--- src/rtl/unidade_controle_jogo_pkg.sv ---
// Shared types for the game control unit: state codes and output bundle.
// The state codes double as the db_estado display value.
package unidade_controle_jogo_pkg;

  typedef enum logic [3:0] {
    INICIAL     = 4'b0000,
    PREPARA     = 4'b0001,
    ESPERA      = 4'b0010,
    REGISTRA    = 4'b0100,
    COMPARA     = 4'b0101,
    PROXIMO     = 4'b0110,
    FIM_ACERTO  = 4'b1010,
    FIM_ERRO    = 4'b1110,
    FIM_TIMEOUT = 4'b1101
  } estado_t;

  typedef struct packed {
    logic zeraC;
    logic contaC;
    logic zeraR;
    logic registraR;
    logic pronto;
    logic acertou;
    logic errou;
    logic timeout;
  } saidas_t;

  function automatic saidas_t decodifica(
    estado_t e
  );
    saidas_t s;
    s = '0;
    case (e)
      PREPARA: begin
        s.zeraC = 1'b1;
        s.zeraR = 1'b1;
      end
      REGISTRA: s.registraR = 1'b1;
      PROXIMO:  s.contaC = 1'b1;
      FIM_ACERTO: begin
        s.pronto  = 1'b1;
        s.acertou = 1'b1;
      end
      FIM_ERRO: begin
        s.pronto = 1'b1;
        s.errou  = 1'b1;
      end
      FIM_TIMEOUT: begin
        s.pronto  = 1'b1;
        s.timeout = 1'b1;
      end
      default: s = '0;
    endcase
    return s;
  endfunction

endpackage

--- src/rtl/unidade_controle_jogo_if.sv ---
// Control/status bundle between the game controller and its datapath.
// master: controller side; slave: datapath / environment side.
interface unidade_controle_jogo_if;
  logic       iniciar;
  logic       fimC;
  logic       jogada_feita;
  logic       igual;
  logic       zeraC;
  logic       contaC;
  logic       zeraR;
  logic       registraR;
  logic       pronto;
  logic       acertou;
  logic       errou;
  logic       timeout;
  logic [3:0] db_estado;

  modport master (
    input  iniciar, fimC, jogada_feita, igual,
    output zeraC, contaC, zeraR, registraR,
    output pronto, acertou, errou, timeout,
    output db_estado
  );

  modport slave (
    output iniciar, fimC, jogada_feita, igual,
    input  zeraC, contaC, zeraR, registraR,
    input  pronto, acertou, errou, timeout,
    input  db_estado
  );
endinterface

--- src/rtl/unidade_controle_jogo_contador_timeout.sv ---
// Saturating play-wait timer: clr, en, count; fim on the last allowed cycle.
// Ports: clock, reset (async high), clr, en, fim. LIMITE=0 disables fim.
module contador_timeout #(
  parameter int LIMITE = 3000
) (
  input  logic clock,
  input  logic reset,
  input  logic clr,
  input  logic en,
  output logic fim
);

  localparam int W =
    (LIMITE < 1) ? 1 : $clog2(LIMITE + 1);
  localparam logic [W-1:0] MAXV = W'(LIMITE);
  localparam logic [W-1:0] FIMV =
    (LIMITE > 0) ? W'(LIMITE - 1) : '0;

  logic [W-1:0] cnt;

  always_ff @(posedge clock or posedge reset) begin
    if (reset) begin
      cnt <= '0;
    end else if (clr) begin
      cnt <= '0;
    end else if (en && cnt != MAXV) begin
      cnt <= cnt + W'(1);
    end
  end

  // fim fires on the LIMITE-th waiting cycle
  assign fim = (LIMITE > 0) && en
            && (cnt == FIMV);

endmodule

--- src/rtl/unidade_controle_jogo.sv ---
// Moore FSM sequencing one game round over the datapath.
// Ports: clock, reset (async high), bus (master modport of the control bundle).
module unidade_controle_jogo
  import unidade_controle_jogo_pkg::*;
#(
  parameter int TIMEOUT_CICLOS = 3000
) (
  input logic                     clock,
  input logic                     reset,
  unidade_controle_jogo_if.master bus
);

  estado_t estado;
  estado_t proximo;
  saidas_t saidas;
  logic    timer_fim;
  logic    timer_clr;
  logic    timer_en;

  assign timer_clr = (estado == PREPARA)
                  || (estado == PROXIMO);
  assign timer_en  = (estado == ESPERA);

  contador_timeout #(
    .LIMITE (TIMEOUT_CICLOS)
  ) u_timer (
    .clock (clock),
    .reset (reset),
    .clr   (timer_clr),
    .en    (timer_en),
    .fim   (timer_fim)
  );

  always_comb begin
    proximo = INICIAL;
    case (estado)
      INICIAL:
        proximo = bus.iniciar ? PREPARA : INICIAL;
      PREPARA:
        proximo = ESPERA;
      ESPERA: begin
        // a play on the last allowed cycle still counts
        if (bus.jogada_feita)
          proximo = REGISTRA;
        else if (timer_fim)
          proximo = FIM_TIMEOUT;
        else
          proximo = ESPERA;
      end
      REGISTRA:
        proximo = COMPARA;
      COMPARA: begin
        if (!bus.igual)
          proximo = FIM_ERRO;
        else if (bus.fimC)
          proximo = FIM_ACERTO;
        else
          proximo = PROXIMO;
      end
      PROXIMO:
        proximo = ESPERA;
      FIM_ACERTO, FIM_ERRO, FIM_TIMEOUT:
        proximo = bus.iniciar ? PREPARA : estado;
      default:
        proximo = INICIAL;
    endcase
  end

  // outputs registered from the next state so they track estado exactly
  always_ff @(posedge clock or posedge reset) begin
    if (reset) begin
      estado <= INICIAL;
      saidas <= '0;
    end else begin
      estado <= proximo;
      saidas <= decodifica(proximo);
    end
  end

  assign bus.zeraC     = saidas.zeraC;
  assign bus.contaC    = saidas.contaC;
  assign bus.zeraR     = saidas.zeraR;
  assign bus.registraR = saidas.registraR;
  assign bus.pronto    = saidas.pronto;
  assign bus.acertou   = saidas.acertou;
  assign bus.errou     = saidas.errou;
  assign bus.timeout   = saidas.timeout;
  assign bus.db_estado = estado;

endmodule

--- src/flat_wrapper.sv ---
// flat-port wrapper written by rule: the top's interface ports become plain ports
module unidade_controle_jogo_flat import unidade_controle_jogo_pkg::*;
#(
  parameter int TIMEOUT_CICLOS = 3000
)
  (clock, reset, bus_iniciar, bus_fimC, bus_jogada_feita, bus_igual, bus_zeraC, bus_contaC, bus_zeraR, bus_registraR, bus_pronto, bus_acertou, bus_errou, bus_timeout, bus_db_estado);
  unidade_controle_jogo_if bus_i ();
  input logic clock;
  input logic reset;
  input wire logic [$bits(bus_i.iniciar)-1:0] bus_iniciar;
  input wire logic [$bits(bus_i.fimC)-1:0] bus_fimC;
  input wire logic [$bits(bus_i.jogada_feita)-1:0] bus_jogada_feita;
  input wire logic [$bits(bus_i.igual)-1:0] bus_igual;
  output wire logic [$bits(bus_i.zeraC)-1:0] bus_zeraC;
  output wire logic [$bits(bus_i.contaC)-1:0] bus_contaC;
  output wire logic [$bits(bus_i.zeraR)-1:0] bus_zeraR;
  output wire logic [$bits(bus_i.registraR)-1:0] bus_registraR;
  output wire logic [$bits(bus_i.pronto)-1:0] bus_pronto;
  output wire logic [$bits(bus_i.acertou)-1:0] bus_acertou;
  output wire logic [$bits(bus_i.errou)-1:0] bus_errou;
  output wire logic [$bits(bus_i.timeout)-1:0] bus_timeout;
  output wire logic [$bits(bus_i.db_estado)-1:0] bus_db_estado;
  assign bus_i.iniciar = bus_iniciar;
  assign bus_i.fimC = bus_fimC;
  assign bus_i.jogada_feita = bus_jogada_feita;
  assign bus_i.igual = bus_igual;
  assign bus_zeraC = bus_i.zeraC;
  assign bus_contaC = bus_i.contaC;
  assign bus_zeraR = bus_i.zeraR;
  assign bus_registraR = bus_i.registraR;
  assign bus_pronto = bus_i.pronto;
  assign bus_acertou = bus_i.acertou;
  assign bus_errou = bus_i.errou;
  assign bus_timeout = bus_i.timeout;
  assign bus_db_estado = bus_i.db_estado;
  unidade_controle_jogo #(.TIMEOUT_CICLOS(TIMEOUT_CICLOS)) u_core (.clock(clock), .reset(reset), .bus(bus_i));
endmodule
--- config.mk ---
export PLATFORM = sky130hd
export DESIGN_NAME = unidade_controle_jogo_flat
export DESIGN_NICKNAME = d
export VERILOG_FILES = /design/src/rtl/unidade_controle_jogo_pkg.sv /design/src/rtl/unidade_controle_jogo_if.sv /design/src/rtl/unidade_controle_jogo_contador_timeout.sv /design/src/rtl/unidade_controle_jogo.sv /design/src/flat_wrapper.sv
export SDC_FILE = /design/constraint.sdc
export NUM_CORES = 1
export LEC_CHECK = 0
export CORE_MARGIN = 8
export CORE_UTILIZATION = 39
export DETAILED_ROUTE_END_ITERATION = 12
export REMOVE_ABC_BUFFERS = 1
export SLEW_MARGIN = 20
export SYNTH_ARGS = -nofsm -noshare
export SYNTH_HDL_FRONTEND = slang
export SYNTH_SLANG_ARGS = --single-unit
--- constraint.sdc ---
create_clock -name clock -period 4.3 [get_ports clock]
set_clock_uncertainty 0.2 [all_clocks]
set_input_delay 1.29 -clock clock [delete_from_list [all_inputs] [get_ports clock]]
set_output_delay 1.29 -clock clock [all_outputs]
set_load 0.03 [all_outputs]
==> results_dict.tcl <==
set metrics [dict create \
    portBuffers 17 \
    ys_warn_count 0 \
    synth-edff-count 0 \
    setup_tns_ns 0 \
    ir_drop_mv 0.2127 \
    drtPass1Iterations 4 \
    vias_per_cell 5.157 \
    whs_ns 0.3613 \
    synth_top_cell_by_area "dfrtp_1" \
    antenna_left 0 \
    post-route-drc-count 0 \
    synth_area_per_cell_sq_um 9.853 \
    period_minus_slack_ns 3.221 \
    grt_pass1_wl_um 4464 \
    synth.area.top_cells "dfrtp_1, xnor2_1, nor2_1" \
    fill_cells 308 \
    setup-violations-final 0 \
    grt_max_degree 24 \
    yosysSeqAreaShare_pct 45.63 \
    dp_hpwl_um 1897 \
    slew_violations 0 \
    postCtsSetupBuffers 0 \
    cts_root_buf "clkbuf_4" \
    rr_worst_depth 4 \
    min_to "u_core.u_timer.cnt[11]$_DFFE_PP0P_" \
    rr_startpoint "u_core.bus.db_estado[3]$_DFF_PP0_" \
    cts.sinks 23 \
    netlist.area_leader.share_pct 45.63 \
    cap_violations 0 \
    crit_buf_inv 1 \
    core-area_sq_mm 0.003078 \
    synthTopCellsByCount "dfrtp_1, nor2_1, xnor2_1" \
    cts_max_level 1 \
    cts_tree "yes" \
    ctsHoldBuffers 0 \
    synth-main-ff-cell "dfrtp_1" \
    syn_inst 128 \
    initial_core_util_pct 40.98 \
    p_per_area_mw_per_mm2 505.9 \
    critPathMaxStageDelay_ns 0.76 \
    insertion_delay_ns 0.30 \
    synth_cell_types 44 \
    async_flop_share_pct 100.0 \
    yosysMostFrequentCell "dfrtp_1" \
    worstSetupPathType "flop to output port" \
    slowest_stage "clkdlybuf4s50_1" \
    grt_use_total_pct 10.44 \
    fin_crit_sh_pct 74.90 \
    timing.critical_path.required_ns 2.81 \
    rrSetupSlack_ns 1.70 \
    end_kind "output port" \
    gp_congestion 0.8175 \
    place_ws_ns 1.108 \
    dieArea_sq_mm 0.005309 \
    vias 954 \
    placementRows 20 \
    worstSetupStartpointType "flop" \
    cts_buffer_depth 2 \
    reg2reg_to "u_core.bus.db_estado[0]$_DFF_PP0_" \
    ios 18 \
    clkTransAtPathRegs_ns 0.12 \
    cp.arrival_ns 1.73 \
    holdPathStages 2 \
    cp_top_family "buffers and inverters" \
    antenna_found_initial 0 \
    setup_slack_ns 1.079 \
    status "completed" \
    wl_per_cell_um 13.66 \
    drt_iter0_drc 27 \
    path_cells "clkdlybuf4s50_1" \
    ys_ff_latch 23 \
    antenna_cells 0 \
    final_net_count 150 \
    slew_headroom_pct 40.53 \
    finalHoldViolations 0 \
    cts_buffers 3 \
    worst_slew_pin_slew_ns 0.8805 \
    syn_area_sq_mm 0.001261 \
    hp-start "u_core.u_timer.cnt[11]$_DFFE_PP0P_" \
    first_global_vias 947 \
    drive_gt1_share_pct 7.092 \
    gr-total-overflow 0 \
    post_cts_resized 0 \
    routed_wl_um 2528 \
    syn_to_final_growth_pct 16.47 \
    max_freq_ghz 0.3105 \
    min_path_type "flop to flop" \
    leakage_uw 0.0006018 \
    rsz0062_at_grt "false" \
    dieWidth_um 72.87 \
    die_h_um 72.87 \
    path_max_fanout 16 \
]
==> worst max path at each step <==
| stage | slack, ns | cells after the start | to | from |
|---|---|---|---|---|
| 2_1_floorplan | 1.69 | 4 | u_core.bus.contaC$_DFF_PP0_ | bus_fimC |
| 3_3_place_gp | 1.12 | 5 | u_core.bus.contaC$_DFF_PP0_ | bus_igual |
| 3_5_place_dp | 1.11 | 5 | u_core.bus.contaC$_DFF_PP0_ | bus_igual |
| 4_1_cts | 1.06 | 1 | bus_db_estado[3] | u_core.bus.db_estado[3]$_DFF_PP0_ |
| 5_1_grt | 0.99 | 1 | bus_db_estado[3] | u_core.bus.db_estado[3]$_DFF_PP0_ |
| 6_report | 1.08 | 1 | bus_db_estado[3] | u_core.bus.db_estado[3]$_DFF_PP0_ |
==> placed cells by master (no fill, tap or decap), types with 3 or more instances in the layout <==
cell	count
nand2_1	8
nand3_1	5
dfrtp_1	23
nand4_1	3
nor3_1	3
nor2_1	15
nor2b_1	4
xnor2_1	10
clkdlybuf4s50_1	17
nor4_1	4
inv_1	7
clkbuf_4	3
==> power breakdown <==
part / total, uW / switching [uW] / internal, uW / leakage (uW)
registers: 309 / 54.9 / 254 / 0.000313
logic: 336 / 194 / 142 / 0.000274
clock network: 98.3 / 62.1 / 36.2 / 0.0000150
total: 743 / 311 / 433 / 0.000602
==> stage by stage <==
stage / total power [uW] / area [sq um] / instances / util [%]
floorplan: 531.5 / 1217 / 120 / -
global placement: 645.9 / 1443 / 181 / 46.87
detailed placement: 649.0 / 1443 / 181 / 46.87
CTS: 754.0 / 1469 / 185 / 47.72
global route: 795.9 / 1469 / 185 / 47.72
finish: 743.2 / 1469 / 185 / 47.72
==> registers in the layout (all words and copies together), names as in the netlist <==
register              cells
u_core.u_timer.cnt       12
u_core.bus.contaC         1
u_core.bus.db_estado      4
u_core.bus.acertou        1
u_core.bus.errou          1
u_core.bus.registraR      1
u_core.bus.timeout        1
u_core.bus.zeraR          1
u_core.bus.pronto         1
==> layout make-up <==
| cell class | count | area [sq um] | share of cell area (%) |
|---|---|---|---|
| inverter | 7 | 26.28 | 1.789 |
| sequential | 23 | 575.6 | 39.18 |
| timing repair buffer | 17 | 170.2 | 11.58 |
| tap | 44 | 55.05 | 3.748 |
| clock buffer | 4 | 26.28 | 1.789 |
| multi-input combinational | 90 | 615.6 | 41.91 |
==> routing by layer <==
layer / wire, um / share of wire [%] / global-route usage [%]
met1: 1306 / 52 / 13.88
met2: 1092 / 43 / 15.71
met3: 110 / 4.4 / 2.473
met4: 19 / 0.75 / 4.222
met5: 0 / 0 / 0
==> kinds of logic after synthesis <==
kind of cell | Yosys count | share of synthesized area (%)
fa+ha+maj | 2 | 1.984
simple gates | 56 | 25.00
mux | 2 | 1.587
flops | 23 | 45.63
xor+xnor | 11 | 7.639
buf+inv | 15 | 5.555
compound gates | 19 | 12.60
==> worst reg2reg max path: cells and delay by family, from the launching register on <==
| family | cells | cell delay [ns] |
|---|---|---|
| and+or+nand+nor | 3 | 1.65 |
| DFF | 1 | 0.57 |
| AOI/OAI and AO/OA | 1 | 0.11 |
(Power assumes the default switching activity.)
